<file path="config.mk">
export PLATFORM = sky130hd
export DESIGN_NAME = alu_operand_stage
export DESIGN_NICKNAME = d
export VERILOG_FILES = /design/src/rtl/alu_operand_stage.sv
export SDC_FILE = /design/constraint.sdc
export NUM_CORES = 1
export LEC_CHECK = 0
export ABC_AREA = 0
export BUFFER_PORTS_ARGS = -buffer_cell sky130_fd_sc_hd__buf_2
export CAP_MARGIN = 20
export CORE_MARGIN = 2
export CORE_UTILIZATION = 28
export CTS_BUF_LIST = sky130_fd_sc_hd__clkbuf_16
export DETAILED_ROUTE_END_ITERATION = 6
export GPL_TIMING_DRIVEN = 0
export PLACE_DENSITY = 0.51
export SLEW_MARGIN = 10
export SYNTH_ARGS = -nofsm -noshare
export SYNTH_HDL_FRONTEND = slang
export SYNTH_SLANG_ARGS = --single-unit
</file>
<file path="constraint.sdc">
create_clock -name clk -period 5.1 [get_ports clk]
set_input_delay 0.765 -clock clk [delete_from_list [all_inputs] [get_ports clk]]
set_output_delay 0.765 -clock clk [all_outputs]
set_load 0.01 [all_outputs]
</file>
<file path="src/rtl/alu_operand_stage.sv">
// Operand-select pipeline register between register read and the ALU, with x0/EX/WB bypass.
// Define ALU_OPERAND_FWD_EX_EN to forward ex_result; otherwise RAW hazards on the held op stall.
module alu_operand_stage #(
    parameter int unsigned DATA_WIDTH = 32,
    parameter int unsigned ADDR_WIDTH = 5
) (
    input  logic                  clk,
    input  logic                  rst_n,
    input  logic                  in_valid,
    output logic                  in_ready,
    input  logic [ADDR_WIDTH-1:0] in_rs1,
    input  logic [ADDR_WIDTH-1:0] in_rs2,
    input  logic [ADDR_WIDTH-1:0] in_rd,
    input  logic                  in_regwrite,
    input  logic [DATA_WIDTH-1:0] in_rd1,
    input  logic [DATA_WIDTH-1:0] in_rd2,
    input  logic [DATA_WIDTH-1:0] in_imm,
    input  logic                  in_alusrc,
    input  logic [2:0]            in_aluctrl,
    input  logic                  flush,
    input  logic                  wb_we,
    input  logic [ADDR_WIDTH-1:0] wb_rd,
    input  logic [DATA_WIDTH-1:0] wb_data,
    input  logic [DATA_WIDTH-1:0] ex_result,
    output logic                  out_valid,
    input  logic                  out_ready,
    output logic [DATA_WIDTH-1:0] ALUop1,
    output logic [DATA_WIDTH-1:0] ALUop2,
    output logic [2:0]            ALUctrl,
    output logic [ADDR_WIDTH-1:0] out_rd,
    output logic                  out_regwrite
);

    logic                  valid_q, valid_d;
    logic                  regwrite_q, regwrite_d;
    logic [DATA_WIDTH-1:0] op1_q, op2_q;
    logic [DATA_WIDTH-1:0] op1_d, op2_d;
    logic [2:0]            ctrl_q;
    logic [ADDR_WIDTH-1:0] rd_q;
    logic                  stall;
    logic                  load;
    logic                  capture;

    function automatic logic [DATA_WIDTH-1:0] resolve(input logic [ADDR_WIDTH-1:0] rs,
                                                      input logic [DATA_WIDTH-1:0] rf_val);
        logic [DATA_WIDTH-1:0] val;
        val = rf_val;
        if (wb_we && wb_rd == rs) val = wb_data;
`ifdef ALU_OPERAND_FWD_EX_EN
        if (valid_q && regwrite_q && rd_q == rs) val = ex_result;
`endif
        if (rs == '0) val = '0;
        return val;
    endfunction

`ifdef ALU_OPERAND_FWD_EX_EN
    assign stall = 1'b0;
`else
    logic unused_ex_result;
    assign unused_ex_result = ^ex_result;

    // Held producer's result is not yet visible; wait until it has left and reaches WB/RF.
    assign stall = valid_q && regwrite_q && (rd_q != '0) &&
                   ((rd_q == in_rs1) || ((rd_q == in_rs2) && !in_alusrc));
`endif

    assign in_ready = (!valid_q || out_ready) && !stall;
    assign load     = in_valid && in_ready;
    assign capture  = load && !flush;

    always_comb begin
        op1_d = resolve(in_rs1, in_rd1);
        op2_d = in_alusrc ? in_imm : resolve(in_rs2, in_rd2);
    end

    always_comb begin
        valid_d    = valid_q;
        regwrite_d = regwrite_q;
        if (flush) begin
            valid_d    = 1'b0;
            regwrite_d = 1'b0;
        end else if (load) begin
            valid_d    = 1'b1;
            regwrite_d = in_regwrite && (in_rd != '0);
        end else if (out_ready) begin
            valid_d    = 1'b0;
        end
    end

    always_ff @(posedge clk or negedge rst_n) begin
        if (!rst_n) begin
            valid_q    <= 1'b0;
            regwrite_q <= 1'b0;
            op1_q      <= '0;
            op2_q      <= '0;
            ctrl_q     <= 3'b000;
            rd_q       <= '0;
        end else begin
            valid_q    <= valid_d;
            regwrite_q <= regwrite_d;
            if (capture) begin
                op1_q  <= op1_d;
                op2_q  <= op2_d;
                ctrl_q <= in_aluctrl;
                rd_q   <= in_rd;
            end
        end
    end

    assign out_valid    = valid_q;
    assign ALUop1       = op1_q;
    assign ALUop2       = op2_q;
    assign ALUctrl      = ctrl_q;
    assign out_rd       = rd_q;
    assign out_regwrite = regwrite_q;

endmodule

</file>
# After elaboration in Yosys (flattened, before gate mapping)
# Index checks and enable logic that the tools add are counted.
[totals]
register_bits = 74
latchBits = 0
ramBits = 0
mem_bits_ro = 0
in_bits = 191
output_inout_bits = 75
wordCells = 42
n_memories = 0
[classes]
n_addsub = 0
multipliers = 0
n_div = 0
n_lt_le_gt_ge = 0
n_eq_ne = 4
shifts = 0
n_mux = 10
n_bitwise = 0
n_reduce_logical = 22
[ops]
columns = ["operator", "n"]
rows = [
  ["$mux 32", 5],
  ["$eq 5x5->1", 4],
  ["$logic_and 1x1->1", 10],
  ["$logic_not 5->1", 2],
  ["$reduce_bool 5->1", 2],
  ["$mux 1", 5],
  ["$logic_not 1->1", 4],
  ["$reduce_bool 3->1", 1],
  ["$logic_or 1x1->1", 2],
  ["$reduce_bool 2->1", 1],
]

# Longest topological paths before layout
# Gate-level depths: netlist of the first run.
[logic_depth]
word_depth = 9
mapped_depth = 8
depth_no_buf = 5

# Worst setup path before layout of the first run
# OpenSTA, ideal clock, no wires.
[synth_timing]
path_kind = "input-to-output"
from = "input in_rs2[1]"
to = "output in_ready"
arrival_ns = 1.819
required_time_ns = 4.335
setup_slack_ns = 2.516
stages = 5
n_path_buf = 0
cell_sequence = "xnor2_1 nand4_1 o32ai_4 nand2_1 a21bo_2"
[synth_between]
elab_chain_len = 6
[synth_rtl]
columns = ["element", "line_no", "text"]
rows = [
  ["start, declared", "12", "input logic [ADDR_WIDTH-1:0] in_rs2,"],
  ["$eq 5x5->1", "64", "((rd_q == in_rs1) || ((rd_q == in_rs2) && !in_alusrc));"],
  ["$logic_and 1x1->1", "64", ""],
  ["$logic_or 1x1->1", "64", ""],
  ["$logic_and 1x1->1", "63", "assign stall = valid_q && regwrite_q && (rd_q != '0) &&"],
  ["$logic_not 1->1", "67", "assign in_ready = (!valid_q || out_ready) && !stall;"],
  ["$logic_and 1x1->1", "67", ""],
  ["end, declared", "10", "output logic in_ready,"],
]
# Every way passes these cells.

# Worst setup path in the final report of the first run
[layout_timing]
from = "input in_rs2[4]"
to = "output in_ready"
# The elaborated chain is that of the path after synthesis.

==> flow_summary.json, run 1 <==
{
  "outcome": "completed",
  "drt_wl_total_um": 17100,
  "drive_gt1_share_pct": 49.4,
  "wl_per_cell_um": 18.9,
  "gp_congestion": 0.933,
  "grtUsageTotal_pct": 19.4,
  "setup_violations": 0,
  "tightestPinTransition_ps": 816,
  "power-per-cell-area_mw_per_mm2": 341,
  "grt_max_degree": 39,
  "ys_seq_area_share_pct": 40.3,
  "grt_pass1_wl_um": 26500,
  "antenna_found_initial": 1,
  "setup.worst_path.class": "in -> out",
  "coreArea_mm2": 0.0159,
  "dp_hpwl_um": 13400,
  "multi_input_area_mm2": 0.00251,
  "nFillCells": 1641,
  "clockBufferDepth": 2,
  "clock-root-buffer": "clkbuf_16",
  "drtAntennaViolNets": 0,
  "drtIter0Drc": 174,
  "die-height_um": 132,
  "nets": 872,
  "placed_area_mm2": 0.00606,
  "syn_avg_cell_area_um2": 10.5,
  "yosys_warnings": 0,
  "rsz0062_at_grt": "false",
  "mostFrequentLayoutCells": "238 x buf_2, 74 x dfrtp_1, 67 x nand2_1",
  "drv_slew": 0,
  "die-area_mm2": 0.0175,
  "fmax_ghz": 0.316,
  "fp-row-count": 46,
  "vias_per_cell": 5.09,
  "holdWs_ps": 378,
  "clkLatencyLatePin_ps": 340,
  "final-hold-violation-count": 0,
  "irDropWorstVdd_uv": 192,
  "cp-end-kind": "output port",
  "drc": 0,
  "leakagePower_nw": 2.84,
  "ctsHoldBuffers": 0,
  "cts_tree": "yes",
  "worstPathRequired_ps": 4340,
  "syn_area_mm2": 0.00460,
  "area_delta_synth_final_pct": 39.7,
  "die_w_um": 132,
  "hold_class": "in -> async",
  "clock-sinks": 74,
  "tns_ps": 0,
  "crit_path_start_kind": "input pin",
  "placed_cells": 886,
  "fin_skew_ps": 9.31,
  "final_area_mm2": 0.00642,
  "clk_pin_slew_ps": 60,
  "io_buffer_count": 232,
  "relSlewSlack_pct": 45.2,
  "initial_core_util_pct": 28.8,
  "grt_overflow": 0,
  "layout_commonest_cell": "buf_2",
  "max_cap_viol_count": 0,
  "critPathMaxFanout": 10,
  "period_share_pct": 62.1,
  "cts_setup_buffers": 0,
  "fin_cells": 903,
  "ios": 266,
  "min_period_ps": 3170,
  "cts_htree_levels": 3,
  "arrival_ps": 2400,
  "syn_nets": 627,
  "dr.pass1.iters": 4,
  "cts_resized": 0,
  "synth_cell_types": 36,
  "first_global_vias": 4864,
  "netlist_instances": 436,
  "seqCellArea_mm2": 0.00185,
  "dr_total_vias": 4600,
  "ys_seq_elements": 74,
  "numCtsBuffers": 9
}
==> metal layers <==
metal | wire length [um] | vias to the layer above | global-route usage, %
li1 | - | 2153 | -
met3 | 1260 | 30 | 5.42
met1 | 7510 | 2190 | 24.7
met2 | 7970 | 227 | 31.8
met5 | 0 | - | 0
met4 | 315 | 0 | 6.04
==> sequential cells by signal, indices dropped and copies added, names as in the netlist <==
name          flops
out_valid         1
out_regwrite      1
ALUctrl           3
ALUop2           32
out_rd            5
ALUop1           32
==> cells in the mapped netlist (all sizes together) <==
master	n	area share, %
a21bo	1	0.22
a21oi	1	0.11
a31oi	1	0.14
and2	2	0.27
and3	2	0.27
buf	18	3.0
clkbuf	27	2.2
dfrtp	74	40
mux2	41	10
mux2i	32	7.0
nand2	67	5.5
nand2b	2	0.27
nand3	1	0.11
nand3b	1	0.16
nand4	33	4.5
nor2	3	0.24
nor2b	1	0.14
nor3	1	0.11
nor4	2	0.41
o211ai	64	10
o21a	2	0.49
o21ai	2	0.46
o22a	1	0.19
o22ai	1	0.14
o31ai	32	8.5
o32ai	1	0.60
or4	3	0.49
xnor2	11	2.1
xor2	9	1.7
==> stage by stage <==
stage | power [W] | utilization [%] | worst slack [ps]
floorplan | 0.00114 | - | 2520
global placement | 0.00142 | 37.8 | 1860
detailed placement | 0.00144 | 38.0 | 1910
CTS | 0.00222 | 40.3 | 1900
global route | 0.00231 | 40.3 | 1820
finish | 0.00219 | 40.3 | 1930
==> power breakdown <==
group	internal, W	switching, W	total [W]
registers	0.000709	0.0000742	0.000783
logic	0.000304	0.000339	0.000642
clock network	0.000523	0.000244	0.000767
==> worst paths after layout <==
path	startpoint	endpoint	slack (ps)	cells past startpoint
max in group asynchronous	rst_n	ALUctrl[2]	4130	2
max	in_rs2[4]	in_ready	1930	7
min in group clk	ALUop2[17]	ALUop2[17]	500	1
min	rst_n	ALUop1[19]	380	1
max reg2reg	out_rd[0]	out_rd[1]	2730	7
min reg2reg	ALUop2[17]	ALUop2[17]	500	1
==> cell type report <==
class	instances	area share, %
sequential	74	28.8
antenna	1	0.0390
multi-input combinational	317	39.0
timing repair buffer	234	18.6
clock buffer	9	3.51
tap	216	4.21
buffer	45	3.70
clock inverter	7	2.07
==> logic make-up (layout without fill, tap and decap cells) <==
family | Yosys count | after routing | synth area share (%)
muxes | 73 | 73 | 17.0
other | 0 | 1 | 0
xor gates and xnor gates | 20 | 20 | 3.81
AOI/OAI and AO/OA | 106 | 106 | 21.3
and+or+nand+nor | 118 | 118 | 12.4
DFF | 74 | 74 | 40.3
buffers and inverters | 45 | 295 | 5.17
==> critical path: stages <==
cell and delay, ps:
buf_2 130, xnor2_1 160, nand4_1 180, o32ai_4 670
nand2_1 140, a21bo_2 230, buf_2 130
Power figures use the tool's default switching activity.
==> run 2, diff against run 1 <==
--- a/config.mk
+++ b/config.mk
@@ -5,7 +5,7 @@
 export SDC_FILE = /design/constraint.sdc
 export NUM_CORES = 1
 export LEC_CHECK = 0
-export ABC_AREA = 0
+export ABC_AREA = 1
 export BUFFER_PORTS_ARGS = -buffer_cell sky130_fd_sc_hd__buf_2
 export CAP_MARGIN = 20
 export CORE_MARGIN = 2
@@ -13,7 +13,7 @@
 export CTS_BUF_LIST = sky130_fd_sc_hd__clkbuf_16
 export DETAILED_ROUTE_END_ITERATION = 6
 export GPL_TIMING_DRIVEN = 0
-export PLACE_DENSITY = 0.51
+export PLACE_DENSITY = 0.52
 export SLEW_MARGIN = 10
 export SYNTH_ARGS = -nofsm -noshare
 export SYNTH_HDL_FRONTEND = slang
==> constraint.sdc (replaced) <==
create_clock -name clk -period 2.9 [get_ports clk]
set_input_delay 0.435 -clock clk [delete_from_list [all_inputs] [get_ports clk]]
set_output_delay 0.435 -clock clk [all_outputs]
set_load 0.01 [all_outputs]
==> run 2 against run 1 <==
  * Routed wire length up 6.5%
  * Setup slack got worse by 1000 ps
  * Sequential cell count stayed put
  * First-iteration DRC count up 57%
  * Critical endpoint unchanged
  * Via count is 20% higher
  * Sequential share of layout area fell by 1.7 points
  * Combinational power grew 44%
  * Critical path depth up 1
  * Sequential power is 66% higher
  * Final area is 6.3% higher
==> flow_summary.json, run 2 <==
{
  "initial_core_util_pct": 28.8,
  "syn_avg_cell_area_um2": 6.15,
  "numCtsBuffers": 9,
  "clock-sinks": 74,
  "async_flop_share_pct": 100,
  "crit_path_start_kind": "flop",
  "die_w_um": 138,
  "synth_compound_area_share_pct": 1.64,
  "rsz0062_at_grt": "false",
  "grt_overflow": 0,
  "ys_top_cells_by_area": "dfrtp_1 37%, nand2_1 31%, inv_1 8.5%",
  "fmax_ghz": 0.504,
  "drv_slew": 0,
  "tightestPinTransition_ps": 555,
  "grt_max_degree": 41,
  "max_cap_viol_count": 0,
  "synth_simple_gate_area_share_pct": 47.0,
  "final_area_mm2": 0.00683,
  "drtIter0Drc": 273,
  "dr.pass1.iters": 4,
  "min_period_ps": 1990,
  "ctsHoldBuffers": 0,
  "ys_seq_elements": 74,
  "placed_area_mm2": 0.00649,
  "synth_edf_count": 0,
  "drtAntennaViolNets": 0,
  "coreArea_mm2": 0.0174,
  "arrival_ps": 1550,
  "nFillCells": 1940,
  "outcome": "completed",
  "dp_hpwl_um": 13800,
  "synth_top_area_cell": "dfrtp_1",
  "drt_wl_total_um": 18200,
  "clock-root-buffer": "clkbuf_16",
  "hold_class": "in -> async",
  "fin_skew_ps": 7.72,
  "synth_xor_area_share_pct": 0.523,
  "relSlewSlack_pct": 63.0,
  "clk_pin_slew_ps": 60,
  "die-height_um": 138,
  "ys.flop_type": "dfrtp_1",
  "die-area_mm2": 0.0190,
  "synth.most_common_cell": "nand2_1",
  "layout_commonest_cell": "nand2_1",
  "fin_ws_ps": 914,
  "nets": 1252,
  "leakagePower_nw": 4.46,
  "synth_top_family_by_area": "simple AND/OR/NAND/NOR gates",
  "dr_total_vias": 5524,
  "grtUsageTotal_pct": 19.5,
  "pre_cts_ws_ps": 793,
  "syn_nets": 1008,
  "cts_resized": 0,
  "antenna_found_initial": 0,
  "ios": 266,
  "grt_pass1_wl_um": 28100,
  "synthAdderAreaFrac_pct": 0,
  "first_global_vias": 5338,
  "ys_seq_area_share_pct": 36.9,
  "yosysTopAreaCellShare_pct": 36.9,
  "critPathMaxFanout": 5,
  "cts_htree_levels": 3,
  "area_delta_synth_final_pct": 36.0,
  "gp_congestion": 0.811,
  "netlist_instances": 817,
  "vias_per_cell": 4.28,
  "worstPathRequired_ps": 2470,
  "setup_violations": 0,
  "clkLatencyLatePin_ps": 350,
  "drive_gt1_share_pct": 27.7,
  "antenna_cells": 0,
  "clockBufferDepth": 2,
  "mostFrequentLayoutCells": "410 x nand2_1, 254 x buf_2, 115 x inv_1",
  "power-per-cell-area_mw_per_mm2": 517,
  "wl_per_cell_um": 14.1,
  "period_share_pct": 68.5,
  "cts_setup_buffers": 0,
  "syn_area_mm2": 0.00502,
  "synth_cell_types": 31,
  "setup.worst_path.class": "reg -> out",
  "io_buffer_count": 232,
  "cp-end-kind": "output port",
  "final-hold-violation-count": 0,
  "drc": 0,
  "irDropWorstVdd_uv": 290,
  "cts_tree": "yes",
  "fp-row-count": 48,
  "tns_ps": 0,
  "synthTopCellsByCount": "410 x nand2_1, 114 x inv_1, 74 x dfrtp_1, 74 x nor2_1, 37 x nand3_1",
  "yosys_warnings": 0,
  "synthMuxAreaShare_pct": 0
}
## run 2: cell types whose count changed after synthesis, sizes merged, moves of 39 or more
cell | previous run | this run
nand2 | 67 | 413
inv | 0 | 117
nor2 | 3 | 77
o211ai | 64 | 0
mux2 | 41 | 0
nand3 | 1 | 40
## run 2: cell families (layout without fill, tap and decap cells)
logic type / after synthesis / count (layout)
buffers and inverters: 159 / 408
flip-flops: 74 / 74
XOR/XNOR: 3 / 3
AO/OA/AOI/OAI: 13 / 13
AND/OR/NAND/NOR: 568 / 568
## run 2: per-layer routing
metal	global-route usage [%]	vias up	share of wire (%)	wire (um)
li1	-	2930	-	-
met1	26.7	2430	47	8570
met2	31.9	148	46	8330
met3	2.85	16	5.6	1020
met4	5.61	0	1.3	239
met5	0	-	0	0
## run 2: final cells by class
type / instances / area (um2) / area share, %
multi-input combinational: 584 / 2470 / 36.2
sequential: 74 / 1850 / 27.1
timing repair buffer: 233 / 1190 / 17.4
inverter: 117 / 439 / 6.43
tap: 225 / 282 / 4.12
buffer: 42 / 262 / 3.83
clock buffer: 9 / 225 / 3.30
clock inverter: 7 / 109 / 1.59
## run 2: per-stage QoR
step / total power [W] / std cells / hold WS [ps] / utilization, %
floorplan: 0.00180 / 817 / 139 / -
global placement: 0.00224 / 1274 / 459 / 37.1
detailed placement: 0.00226 / 1275 / 438 / 37.3
CTS: 0.00358 / 1291 / 66.6 / 39.2
global route: 0.00376 / 1291 / 82.5 / 39.2
finish: 0.00353 / 1291 / 49.7 / 39.2
## run 2: worst paths after layout
path	start	endpoint	slack [ps]	depth (start not counted)
min in group clk	in_aluctrl[0]	ALUctrl[0]	290	3
min	rst_n	ALUctrl[1]	50	1
max in group asynchronous	rst_n	ALUop1[13]	2260	2
max	out_rd[4]	in_ready	910	8
min reg2reg	ALUop1[2]	ALUop1[2]	470	2
max reg2reg	out_rd[4]	ALUctrl[1]	1140	12
## run 2: worst max-delay path, stage by stage (launching register included)
cell,delay [ps]
dfrtp_1,440
inv_1,130
nand2_1,60
nand2_1,60
nor2_1,40
nand3_1,90
nand2_2,90
a21oi_1,150
buf_2,150
## run 2: power breakdown
group	switching, W	leakage (nW)	internal (W)
Sequential	0.000100	0.925	0.00120
Clock	0.000476	0.162	0.000833
Combinational	0.000547	3.37	0.000377
Total	0.00112	4.46	0.00241
